[src/rtl/signed_bin_to_bcd.sv]
// Purpose : converts the 17-bit two's-complement adder result into a sign flag
//           plus packed BCD digits for the seven-segment display path, using an
//           iterative shift-add-3 (double-dabble) engine, one bit per clock.
// Ports   : clk     - system clock, rising edge
//           reset   - asynchronous, active-high; clears all state and outputs
//           start   - conversion request, sampled only while idle
//           bin_in  - two's-complement operand (WIDTH bits)
//           busy    - high while a conversion is in flight (SHIFT, DONE)
//           done    - one-cycle pulse; bcd_out/neg_out valid from this cycle
//           neg_out - 1 when the converted value was negative
//           bcd_out - DIGITS BCD digits, most significant digit in the top nibble
module signed_bin_to_bcd #(
  parameter int unsigned WIDTH  = 17,
  parameter int unsigned DIGITS = 5
) (
  input  logic                  clk,
  input  logic                  reset,
  input  logic                  start,
  input  logic [WIDTH-1:0]      bin_in,
  output logic                  busy,
  output logic                  done,
  output logic                  neg_out,
  output logic [DIGITS*4-1:0]   bcd_out
);

  localparam int unsigned BCD_W  = DIGITS * 4;
  localparam int unsigned WORK_W = BCD_W + WIDTH;
  localparam int unsigned CNT_W  = $clog2(WIDTH + 1);

  typedef enum logic [1:0] {
    S_IDLE  = 2'd0,
    S_SHIFT = 2'd1,
    S_DONE  = 2'd2
  } state_e;

  state_e               state_q, state_d;

  // Conversion working registers
  logic                 neg_q, neg_d;
  logic [WIDTH-1:0]     mag_q, mag_d;
  logic [BCD_W-1:0]     scratch_q, scratch_d;
  logic [CNT_W-1:0]     cnt_q, cnt_d;

  // Registered outputs
  logic                 busy_q, busy_d;
  logic                 done_q, done_d;
  logic                 neg_out_q, neg_out_d;
  logic [BCD_W-1:0]     bcd_out_q, bcd_out_d;

  // Control strobes decoded from the FSM
  logic                 capture_c;
  logic                 shift_c;
  logic                 publish_c;

  // Datapath intermediates
  logic [WIDTH-1:0]     mag_in_c;
  logic [BCD_W-1:0]     adj_c;
  logic [WORK_W-1:0]    work_c;

  // State register
  always_ff @(posedge clk or posedge reset) begin
    if (reset) begin
      state_q <= S_IDLE;
    end else begin
      state_q <= state_d;
    end
  end

  // Next-state logic
  always_comb begin
    state_d = state_q;
    case (state_q)
      S_IDLE: begin
        if (start) begin
          state_d = S_SHIFT;
        end
      end
      S_SHIFT: begin
        // cnt_q == 1 means this edge performs the final shift
        if (cnt_q == CNT_W'(1)) begin
          state_d = S_DONE;
        end
      end
      S_DONE: begin
        state_d = S_IDLE;
      end
      default: begin
        state_d = S_IDLE;
      end
    endcase
  end

  // FSM output decode
  always_comb begin
    capture_c = 1'b0;
    shift_c   = 1'b0;
    publish_c = 1'b0;
    case (state_q)
      S_IDLE:  capture_c = start;
      S_SHIFT: shift_c   = 1'b1;
      S_DONE:  publish_c = 1'b1;
      default: begin
        capture_c = 1'b0;
        shift_c   = 1'b0;
        publish_c = 1'b0;
      end
    endcase
  end

  // Magnitude of the operand; the most negative input maps onto itself as an
  // unsigned value, which is exactly its magnitude
  always_comb begin
    mag_in_c = bin_in;
    if (bin_in[WIDTH-1]) begin
      mag_in_c = WIDTH'(~bin_in + WIDTH'(1));
    end
  end

  // Add 3 to every digit >= 5 so the following shift carries correctly
  always_comb begin
    adj_c = scratch_q;
    for (int i = 0; i < int'(DIGITS); i++) begin
      if (scratch_q[4*i +: 4] >= 4'd5) begin
        adj_c[4*i +: 4] = scratch_q[4*i +: 4] + 4'd3;
      end
    end
    work_c = {adj_c, mag_q} << 1;
  end

  // Working-register next values
  always_comb begin
    neg_d     = neg_q;
    mag_d     = mag_q;
    scratch_d = scratch_q;
    cnt_d     = cnt_q;
    if (capture_c) begin
      neg_d     = bin_in[WIDTH-1];
      mag_d     = mag_in_c;
      scratch_d = '0;
      cnt_d     = CNT_W'(WIDTH);
    end else if (shift_c) begin
      scratch_d = work_c[WORK_W-1:WIDTH];
      mag_d     = work_c[WIDTH-1:0];
      cnt_d     = cnt_q - CNT_W'(1);
    end
  end

  // Output next values; results only change when a conversion completes
  always_comb begin
    busy_d    = (state_d != S_IDLE);
    done_d    = publish_c;
    neg_out_d = neg_out_q;
    bcd_out_d = bcd_out_q;
    if (publish_c) begin
      neg_out_d = neg_q;
      bcd_out_d = scratch_q;
    end
  end

  // Datapath and output registers
  always_ff @(posedge clk or posedge reset) begin
    if (reset) begin
      neg_q     <= 1'b0;
      mag_q     <= '0;
      scratch_q <= '0;
      cnt_q     <= '0;
      busy_q    <= 1'b0;
      done_q    <= 1'b0;
      neg_out_q <= 1'b0;
      bcd_out_q <= '0;
    end else begin
      neg_q     <= neg_d;
      mag_q     <= mag_d;
      scratch_q <= scratch_d;
      cnt_q     <= cnt_d;
      busy_q    <= busy_d;
      done_q    <= done_d;
      neg_out_q <= neg_out_d;
      bcd_out_q <= bcd_out_d;
    end
  end

  assign busy    = busy_q;
  assign done    = done_q;
  assign neg_out = neg_out_q;
  assign bcd_out = bcd_out_q;

endmodule

[config.mk]
export PLATFORM = sky130hd
export DESIGN_NAME = signed_bin_to_bcd
export DESIGN_NICKNAME = d
export VERILOG_FILES = /design/src/rtl/signed_bin_to_bcd.sv
export SDC_FILE = /design/constraint.sdc
export NUM_CORES = 1
export LEC_CHECK = 0
export ABC_AREA = 1
export ABC_CLOCK_PERIOD_IN_PS = 6400
export CAP_MARGIN = 10
export CORE_MARGIN = 10
export CORE_UTILIZATION = 35
export DETAILED_ROUTE_END_ITERATION = 8
export HOLD_SLACK_MARGIN = 0.02
export PLACE_DENSITY = 0.59
export RECOVER_POWER = 50
export SLEW_MARGIN = 15
export SYNTH_ARGS = -nofsm -noshare
export SYNTH_HDL_FRONTEND = slang
export SYNTH_SLANG_ARGS = --single-unit
[constraint.sdc]
create_clock -name clk -period 6.4 [get_ports clk]
set_input_delay 1.28 -clock clk [delete_from_list [all_inputs] [get_ports clk]]
set_output_delay 1.28 -clock clk [all_outputs]
set_load 0.005 [all_outputs]
# After elaboration in Yosys (flattened, before gate mapping)
# Index checks and enable logic that the tools add are counted.
dict set report totals {
  wordCells 46
  latchBits 0
  reg_bits 68
  output_inout_bits 23
  inputBits 20
  mem_bits_rw 0
  romBits 0
  mem_count 0
}
dict set report op_classes {
  addsub 7
  n_shift 0
  muxes 18
  eq_ne 3
  magnitude_cmp 5
  n_div 0
  n_bitwise 1
  reduce_logical 3
  n_mul 0
}
# operator count
set ops {}
lappend ops {{17-bit 2-to-1 mux} 3}
lappend ops {{20-bit 2-to-1 mux} 2}
lappend ops {{4-bit by 3-bit >= comparator with 1-bit output (second input constant)} 5}
lappend ops {{17-bit by 1-bit adder with 17-bit output (second input constant)} 1}
lappend ops {{17-bit NOT} 1}
lappend ops {{4-bit by 2-bit adder with 4-bit output (second input constant)} 4}
lappend ops {{4-bit 2-to-1 mux} 4}
lappend ops {{5-bit 2-to-1 mux} 2}
lappend ops {{5-bit by 1-bit equality test with 1-bit output (second input constant)} 1}
lappend ops {{5-bit by 1-bit subtractor with 5-bit output (second input constant)} 1}
lappend ops {{2-bit 2-to-1 mux} 2}
lappend ops {{2-bit case mux with 2 select lines} 1}
lappend ops {{2-bit nonzero test} 2}
lappend ops {{3-bit by 2-bit adder with 3-bit output (second input constant)} 1}
lappend ops {{1-bit 2-to-1 mux} 3}
lappend ops {{3-bit 2-to-1 mux} 1}
lappend ops {{2-bit by 1-bit equality test with 1-bit output (second input constant)} 1}
lappend ops {{2-bit equality test (second input constant)} 1}
lappend ops {{2-bit logical NOT} 1}

# Longest topological paths before layout
dict set report logic_depth {
  ltp_word 4
  ltp_mapped 10
  mapped_depth_nobuf 10
}

# Worst setup path after synthesis
# OpenSTA, ideal clock, no wires.
dict set report synth_timing {
  kind {in2reg}
  startpoint {input bin_in[0]}
  endpoint {register mag_q[10]}
  setup_time_ps 116
  path_slack_ps 4155
  required_ps 6284
  stages 9
  path_buffers 0
  arrival_time_ps 2129
  cell_sequence {inv_1 ha_1 nand2_1 o21ai_0 nand2_1 nand2_1 nand3_1 nand2_1 nand2_1}
}
dict set report synth_between {
  elab_chain_len 4
}
# element line_no
set synth_lines {}
lappend synth_lines {{start: declaration} 19} ;# input logic [WIDTH-1:0] bin_in,
lappend synth_lines {{17-bit NOT} 115} ;# mag_in_c = WIDTH'(~bin_in + WIDTH'(1));
lappend synth_lines {{17-bit by 1-bit adder with 17-bit output} 115}
lappend synth_lines {{17-bit 2-to-1 mux} 114} ;# if (bin_in[WIDTH-1]) begin
lappend synth_lines {{17-bit 2-to-1 mux} 136} ;# if (capture_c) begin
lappend synth_lines {{end signal: assignment} 173} ;# mag_q <= mag_d;
lappend synth_lines {{end: declaration} 40} ;# logic [WIDTH-1:0] mag_q, mag_d;
# Every way passes these cells.
# A chain may end at the register's enable or synchronous reset.

# Worst setup path in the final report
dict set report layout_timing {
  startpoint {input start}
  endpoint {register mag_q[2]}
}
dict set report layout_between {
  elab_chain_len 2
  word_cells_on_any_way 3
  classes_between {mux: 2; reduce/logical: 1}
}
# element line_no
set layout_lines {}
lappend layout_lines {{start: declaration} 18} ;# input logic start,
lappend layout_lines {{1-bit 2-to-1 mux (*)} 98} ;# case (state_q)
lappend layout_lines {{17-bit 2-to-1 mux or 2-bit nonzero test (tied branches)} n/a}
# Every way passes the cells marked *; elsewhere a longest branch is shown, timed or not.

==> results_dict.tcl <==
set metrics [dict create \
    outcome "finished with violations" \
    violations "max-capacitance violations, max-slew violations" \
    synth.most_common_cell "nand2_1" \
    cts_tree "yes" \
    period_needed_ps 3081 \
    cp-end-kind "flip-flop" \
    drt_iter0_drc 274 \
    fp.dieH_um 120.7 \
    syn_area_per_cell_um2 8.034 \
    critPathTopFamily "buffers and inverters" \
    synth.area.top_cells "dfrtp_1 48%, nand2_1 10%, o21ai_0 7.5%" \
    antenna_found_initial 0 \
    grt_pass1_wl_mm 13.54 \
    cts-root-to-sink-buffers 2 \
    final-setup-viol-count 0 \
    worst_pin_slew_ps 1574 \
    yosys_warnings 0 \
    crit_buf_inv 2 \
    cts-buffers-inserted 9 \
    slowest_delay_ps 570 \
    synthDominantCellAreaShare_pct 47.92 \
    postCtsResizedCells 0 \
    powerDensity_nw_per_um2 454.0 \
    vias 2965 \
    path_depth 7 \
    grt_max_degree 69 \
    hpwl_mm 5.547 \
    cp-startpoint "start" \
    rsz0062_at_grt "no" \
    vias_per_cell 4.782 \
    reg2reg_slack_ps 3500 \
    drive_above_1_share_pct 6.160 \
    htree_levels 3 \
    utilization_pct 43.35 \
    gr-total-overflow 0 \
    worstPathRequired_ps 6670 \
    wire_per_inst_um 12.68 \
    ant_nets 0 \
    leakage_nw 2.008 \
    drc 0 \
    hold_viol_final 0 \
    ys_ff_latch 68 \
    crit_chain "clkdlybuf4s50_1, nand2_1, nor2_2, nor2_4, inv_2, o211ai_1, o21ai_0" \
    path_max_fanout 26 \
    setup_tns_ps 0 \
    die_area_um2 14570 \
    crit_arrival_ps 3350 \
    yosys.area.top_type "dfrtp_1" \
    yosys-top-cells-count "95 x nand2_1, 68 x dfrtp_1, 56 x inv_1" \
    finalCritPeriodShare_pct 48.14 \
    cts.clk_slew.worst_paths_ps 80 \
    ctsHoldBuffers 0 \
    drv_slew 20 \
    final_nets 515 \
    grt_pass1_vias 2903 \
    root_buffer "clkbuf_8" \
    die_x_um 120.7 \
    synth-main-ff-cell "dfrtp_1" \
    cap_violations 1 \
    cts.sinks 68 \
    fillers 1034 \
    num_io_pins 43 \
    irDropWorstVdd_mv 0.1589 \
    syn_to_final_growth_pct 19.87 \
    post_cts_buffers 0 \
    crit_type "primary input to flip-flop" \
    syn_area_um2 3551 \
    hold_class "flip-flop to flip-flop" \
    async_flop_share_pct 100.0 \
    synth_edf_count 0 \
    postRouteWirelength_mm 7.859 \
    ys_seq_area_share_pct 47.92 \
    syn_nets 475 \
    cp-endpoint "mag_q[2]" \
    max_freq_mhz 324.6 \
    yosysUniqueCellTypes 30 \
    dp.cells 604 \
    drt-pass1-iter-count 4 \
    start_util_pct 36.16 \
    postSynthCellCount 442 \
    worst-r2r-cell-count 6 \
    finClkSkew_ps 11.91 \
    portBuffers 42 \
    reg2reg_from "state_q[0]" \
    r2r-end "mag_q[2]" \
    start_kind "primary input" \
    grt_use_total_pct 11.17 \
    final_cells 620 \
    relSlewSlack_pct -5.292 \
    fp.coreArea_um2 9819 \
    cp_slowest_cell "nor2_2" \
    clk_latency_ps 340 \
    diodes 0 \
    num_rows 36 \
    gp_congestion 0.8254 \
]
cell families (layout without fill, tap and decap cells):
family,count (synthesis),count (layout),synth area share [%]
AOI/OAI and AO/OA,101,101,15.57
xor gates and xnor gates,8,8,1.973
adders and majority gates,13,13,4.581
buffers and inverters,75,120,8.562
DFF,68,68,47.92
and+or+nand+nor,177,177,21.39
tightest hold or removal path, stage by stage, from the launching register on:
cell     delay [ps]
dfrtp_1         350
nand2_1          50
o21ai_0          50
report_power, final:
part	switching, mW	internal, mW	leakage, nW
Clock	0.175	0.182	0.0958
Sequential	0.102	0.624	0.830
Combinational	0.490	0.360	1.08
Total	0.767	1.17	2.01
routing by layer:
metal	part of all wire (%)	track usage, %
met1	48	14.21
met2	46	17.78
met3	5.2	3.164
met4	0.80	3.771
met5	0	0
how the worst min path moves through the flow:
stage / from / endpoint / slack (ps) / depth (start not counted)
final: bcd_out[11] / bcd_out[11] / 490 / 2
after global routing: bcd_out[11] / bcd_out[11] / 510 / 2
after CTS: bcd_out[2] / bcd_out[2] / 490 / 2
after detailed placement: mag_q[15] / mag_q[15] / 470 / 2
after global placement: mag_q[13] / mag_q[13] / 460 / 2
after floorplan: mag_q[15] / mag_q[15] / 440 / 2
final cells by class:
class | count | area [µm²] | share of cell area (%)
clock buffers | 9 | 123.9 | 2.910
clock inverters | 7 | 76.32 | 1.793
inverters | 61 | 231.5 | 5.438
multi-input cells | 299 | 1529 | 35.92
flip-flops and latches | 68 | 1702 | 39.98
well taps | 133 | 166.4 | 3.909
repair buffers | 43 | 427.9 | 10.05
per-stage QoR:
step	total power, mW	instance area [µm²]	hold WS [ps]	setup WS (ps)
after floorplan	1.333	3551	443.7	3408
after global placement	1.578	4073	463.2	3026
after detailed placement	1.601	4073	468.7	2946
after CTS	1.965	4273	490.9	3342
after global routing	2.125	4257	512.3	3122
final	1.933	4257	485.2	3319
sequential cells by signal (all words and copies together) (netlist names):
register	flops
neg_q	1
done	1
cnt_q	5
scratch_q	20
bcd_out	20
state_q	2
busy	1
mag_q	17
neg_out	1
placed cells by master (no fill, tap or decap), types with 12 or more instances in the layout:
master           synthesis  routed
nor2_1                  38      39
o21ai_0                 53      53
clkdlybuf4s50_1          0      41
inv_1                   56      56
dfrtp_1                 68      68
a21oi_1                 17      17
ha_1                    13      13
nand2_1                 95      95
nand3_1                 27      27
o21ai_1                 12      12
Note: power is estimated with default switching activity, not from simulation.
